==> src/rtl/vector_exec_unit.sv <==
// vector_exec_unit: multi-cycle element-serial vector ALU with an internal
// NVREG x NELEM register file and a combinational element read port.
// Optional build macro: VEC_SAT_EN makes ADD/SUB saturate signed results
// (V then reports saturation events). Without it ADD/SUB wrap modulo 2^EW.
//
// state  | meaning
// S_IDLE | ready=1, waiting for start; operands latched on accept
// S_EXEC | one element computed and written per clock
// S_DONE | done=1 for one cycle, flags published on exit
module vector_exec_unit #(
  parameter int EW    = 32,
  parameter int NELEM = 4,
  parameter int NVREG = 8
) (
  input  logic                     clk,
  input  logic                     reset,
  input  logic                     start,
  output logic                     ready,
  input  logic [2:0]               ALUControl,
  input  logic [$clog2(NVREG)-1:0] vd,
  input  logic [$clog2(NVREG)-1:0] va,
  input  logic [$clog2(NVREG)-1:0] vb,
  input  logic                     ALUSrc,
  input  logic [EW-1:0]            imm,
  output logic                     done,
  output logic [3:0]               ALUFlags,
  input  logic [$clog2(NVREG)-1:0] rd_v,
  input  logic [$clog2(NELEM)-1:0] rd_e,
  output logic [EW-1:0]            rd_data
);

  localparam int VAW = $clog2(NVREG);
  localparam int EAW = $clog2(NELEM);
  localparam logic [EAW-1:0] LAST = EAW'(NELEM - 1);

  localparam logic [2:0] OP_ADD = 3'b000;
  localparam logic [2:0] OP_SUB = 3'b001;
  localparam logic [2:0] OP_AND = 3'b010;
  localparam logic [2:0] OP_OR  = 3'b011;

  typedef enum logic [1:0] {S_IDLE, S_EXEC, S_DONE} state_t;

  state_t          state;
  logic [EAW-1:0]  cnt;
  logic [2:0]      op_q;
  logic [VAW-1:0]  vd_q, va_q, vb_q;
  logic            src_q;
  logic [EW-1:0]   imm_q;
  logic            acc_n, acc_z, acc_c, acc_v;

  logic [EW-1:0]   vreg [NVREG][NELEM];

  logic [EW-1:0]   a_el, b_el, b_op, res;
  logic [EW:0]     sum_ext;
  logic            is_sub, el_c, el_v, arith_ovf;

  // Element datapath: operand fetch, shared adder/subtractor, result select.
  always_comb begin
    a_el      = vreg[va_q][cnt];
    b_el      = src_q ? imm_q : vreg[vb_q][cnt];
    is_sub    = (op_q == OP_SUB);
    b_op      = is_sub ? ~b_el : b_el;
    sum_ext   = {1'b0, a_el} + {1'b0, b_op} + {{EW{1'b0}}, is_sub};
    arith_ovf = (a_el[EW-1] == b_op[EW-1]) && (sum_ext[EW-1] != a_el[EW-1]);
    res       = b_el;
    el_c      = 1'b0;
    el_v      = 1'b0;
    case (op_q)
      OP_ADD, OP_SUB: begin
        res  = sum_ext[EW-1:0];
        el_c = sum_ext[EW];
        el_v = arith_ovf;
`ifdef VEC_SAT_EN
        // Overflow direction follows the sign of A: both operands share it.
        if (arith_ovf)
          res = a_el[EW-1] ? {1'b1, {(EW-1){1'b0}}} : {1'b0, {(EW-1){1'b1}}};
`endif
      end
      OP_AND:  res = a_el & b_el;
      OP_OR:   res = a_el | b_el;
      default: res = b_el;
    endcase
  end

  // Register file: cleared on reset, element cnt of vd written each EXEC cycle.
  always_ff @(posedge clk or posedge reset) begin
    if (reset) begin
      for (int r = 0; r < NVREG; r++)
        for (int e = 0; e < NELEM; e++)
          vreg[r][e] <= '0;
    end else if (state == S_EXEC) begin
      vreg[vd_q][cnt] <= res;
    end
  end

  // Control FSM with operand latches, flag accumulation and registered outputs.
  always_ff @(posedge clk or posedge reset) begin
    if (reset) begin
      state    <= S_IDLE;
      cnt      <= '0;
      ready    <= 1'b1;
      done     <= 1'b0;
      ALUFlags <= 4'b0000;
      op_q     <= '0;
      vd_q     <= '0;
      va_q     <= '0;
      vb_q     <= '0;
      src_q    <= 1'b0;
      imm_q    <= '0;
      acc_n    <= 1'b0;
      acc_z    <= 1'b0;
      acc_c    <= 1'b0;
      acc_v    <= 1'b0;
    end else begin
      case (state)
        S_IDLE: begin
          if (start) begin
            op_q  <= ALUControl;
            vd_q  <= vd;
            va_q  <= va;
            vb_q  <= vb;
            src_q <= ALUSrc;
            imm_q <= imm;
            cnt   <= '0;
            acc_n <= 1'b0;
            acc_z <= 1'b1;
            acc_c <= 1'b0;
            acc_v <= 1'b0;
            ready <= 1'b0;
            state <= S_EXEC;
          end
        end
        S_EXEC: begin
          acc_z <= acc_z & (res == '0);
          acc_c <= acc_c | el_c;
          acc_v <= acc_v | el_v;
          cnt   <= cnt + EAW'(1);
          if (cnt == LAST) begin
            acc_n <= res[EW-1];
            done  <= 1'b1;
            state <= S_DONE;
          end
        end
        S_DONE: begin
          done     <= 1'b0;
          ready    <= 1'b1;
          ALUFlags <= {acc_n, acc_z, acc_c, acc_v};
          state    <= S_IDLE;
        end
        default: begin
          done  <= 1'b0;
          ready <= 1'b1;
          state <= S_IDLE;
        end
      endcase
    end
  end

  // Asynchronous element read port.
  always_comb begin
    rd_data = vreg[rd_v][rd_e];
  end

endmodule
==> config.mk <==
export PLATFORM = sky130hd
export DESIGN_NAME = vector_exec_unit
export DESIGN_NICKNAME = d
export VERILOG_FILES = /design/src/rtl/vector_exec_unit.sv
export SDC_FILE = /design/constraint.sdc
export NUM_CORES = 2
export LEC_CHECK = 0
export ABC_CLOCK_PERIOD_IN_PS = 105500
export BUFFER_PORTS_ARGS = -buffer_cell sky130_fd_sc_hd__buf_2
export CORE_ASPECT_RATIO = 0.75
export CORE_MARGIN = 2
export CORE_UTILIZATION = 63
export CTS_CLUSTER_DIAMETER = 100
export DETAILED_ROUTE_END_ITERATION = 16
export GPL_TIMING_DRIVEN = 1
export PLACE_DENSITY = 0.8
export SYNTH_ARGS = -nofsm -noshare
export SYNTH_HDL_FRONTEND = slang
export SYNTH_SLANG_ARGS = --single-unit
==> constraint.sdc <==
create_clock -name clk -period 105.5 [get_ports clk]
set_input_delay 10.55 -clock clk [delete_from_list [all_inputs] [get_ports clk]]
set_output_delay 10.55 -clock clk [all_outputs]
set_load 0.05 [all_outputs]
==> impl_results.md <==
* Final estimated routing congestion in global placement at 1.02
* Status: completed
* Die X at 380 µm
* Hpwl dp at 135 mm
* Worst min path class: reg -> reg
* Initial drt markers at 9309
* Worst-path fanout max at 53
* CTS Hold Bufs at 0
* Chip height at 286 µm
* Cell with the most instances after synthesis: dfrtp_1
* Max Slew Vio Count at 0
* Critical Path Sink Type: output pin
* WL/cell at 34.2 µm
* Largest net degree at the start of global routing at 198
* CTS-repair resized insts at 0
* RSZ-0062 raised after global routing: false
* Reg2reg path depth at 17
* Synth top area share at 40.6%
* Crit path max-delay cell type: buf_4
* Clock tree from TritonCTS: built
* Largest cells by area after synthesis: dfrtp_1, mux4_2, mux2_2
* Layout Skew at 37.2 ps
* Num ports at 91
* Number of CTS-inserted buffers at 105
* Worst setup path startpoint: rd_v[0]
* Port-buffer cells at 90
* R2R setup slack at 96400 ps
* Layout cells sized above 1 at 31.1%
* Fmax at 0.0400 GHz
* CP cell instances: buf_8 > buf_4 > buf_4 > mux4_2 > mux4_2 > mux2_2 > buf_2
* DRT Pass-1 Iters at 9
* Leading area contributor after synthesis: dfrtp_1
* Drt drc at 0
* End point of the critical path: rd_data[29]
* Seq cells post-synth at 1083
* Worst r2r dst: vreg[830]
* Final WL at 232 mm
* Critical Path Max Stage Delay at 900 ps
* Vias per cell at 7.79
* Post-route setup TNS at 0 ps
* Post-synth ARST share at 100%
* Worst-Skew Late Latency at 750 ps
* Die area at 109000 µm²
* Top post-synthesis cells by count: dfrtp_1, mux4_2, nand2_1
* Register area share after synthesis at 40.6%
* Top_reg_cell synth: dfrtp_1
* WHS at 475 ps
* Number of global-route vias before repair at 52400
* # H-tree levels at 3
* Crit path time final at 25020 ps
* Initial antenna violation count at 7
* Max-cap violations at 0
* Tcrit/Tclk final at 23.7%
* Postcts setup bufs at 0
* Syn Area/Cell at 12.1 µm²
* Net Count, Synth at 5606
* Initial Util at 63.4%
* Critical R2R Launch: va_q[0]
* Critical Path Start Type: primary input
* Clock Path Buffers at 3
* Critical path arrival at 14470 ps
* Routed Antenna Nets at 0
* P&R area growth vs syn at 7.37%
* CTS root buf: clkbuf_16
* Worst slew pin tran at 1370 ps
* Fin nets at 5355
* Yosys warns at 0
* Final setup viols at 0
* GRT Total Usage at 43.1%
* Clock-pin slew on the worst setup and hold paths at 60 ps
* First-pass GRT wire length at 344 mm
* Setup Crit Path Kind: in -> out
* Count of cell types in the netlist at 83
* Synth Cell Area at 66700 µm²
* Worst slew margin at 8.42%
* EDFF count, synth at 0
* CTS Sinks at 1083
* Critical Path RT at 94950 ps
* Vias at 52700
* Final Hold Viols at 0
* Core Box Area at 105000 µm²
* GR Overflow Total at 0
* Row count at 103
* Mapped Cells at 5510
[flip-flops by register name, indices dropped and copies added (netlist names), 2 cells and up]
| register | cells |
|---|---|
| ALUFlags | 4 |
| cnt | 2 |
| state | 2 |
| op_q | 3 |
| vd_q | 3 |
| imm_q | 32 |
| vb_q | 3 |
| vreg | 1024 |
| va_q | 3 |
[layer usage]
layer  track usage (%)  vias to the layer above  wire length [µm]
met2              59.6                     4799             97800
met5            0.0431                        -                 8
met3              18.4                     1221             37600
met1              56.4                    26300             77800
li1                  -                    20400                 -
met4              27.4                        2             18500
[stage by stage]
step           util (%)  instances  worst slack, ps  area (µm²)
4_1_cts            68.1       6765            80420       71600
6_report           68.1       6771            80480       71600
2_1_floorplan         -       5510            64460       66700
5_1_grt            68.1       6765            80170       71600
3_3_place_gp       64.5       6569            80520       67800
3_5_place_dp       64.5       6569            80440       67800
[critical path: cells and delay by family]
kind | cells | cell delay [ps]
buffers and inverters | 4 | 2380
muxes | 3 | 1410
[area by class of cell]
cell class,count,area [µm²]
clock inverters,53,697
multi-input cells,3837,37400
flip-flops and latches,1083,27100
well taps,1417,1770
fillers,7155,33600
inverters,33,133
repair buffers,199,1410
clock buffers,143,3050
diodes,6,15.0
[cells in the final DEF, fill, tap and decap left out, types with 11 or more instances in the layout]
master and n:
xnor2_1 39, nand2_4 16, inv_1 26, a22oi_1 34
nor2b_1 21, buf_4 101, ha_1 42, nand2b_1 16
mux2_2 339, clkinv_2 25, buf_2 86, o21ai_1 30
o211ai_1 11, nand2_1 640, clkbuf_16 108, nor3_1 13
o22ai_1 42, nand3_1 35, a211oi_1 23, nor2_1 443
clkbuf_1 13, a221oi_1 11, o21ai_0 424, a21o_1 21
mux2i_1 109, mux4_2 857, nor2_4 17, dfrtp_1 1073
a21oi_1 442, nand4_1 14, bufinv_16 14, clkbuf_8 22
[kinds of logic (layout without fill, tap and decap cells)]
| group | after synthesis | count (layout) | synth area share, % |
|---|---|---|---|
| buffers and inverters | 590 | 428 | 3.89 |
| adders and majority gates | 43 | 43 | 0.818 |
| other | 0 | 6 | 0 |
| and+or+nand+nor | 1292 | 1292 | 7.93 |
| xor gates and xnor gates | 49 | 49 | 0.643 |
| AOI/OAI and AO/OA | 1143 | 1143 | 9.60 |
| muxes | 1310 | 1310 | 36.5 |
| DFF | 1083 | 1083 | 40.6 |
[how the worst min path moves through the flow]
| stage | from | cells past startpoint | to |
|---|---|---|---|
| after floorplan | acc_v | 2 | acc_v |
| after global placement | imm_q[24] | 2 | imm_q[24] |
| after detailed placement | imm_q[25] | 2 | imm_q[25] |
| after CTS | imm_q[25] | 2 | imm_q[25] |
| after global routing | imm_q[5] | 2 | imm_q[5] |
| final | imm_q[25] | 2 | imm_q[25] |
Power is left out: the tool's default activity adds up to more than one toggle a clock period on the data nets, which glitch-free logic cannot reach.
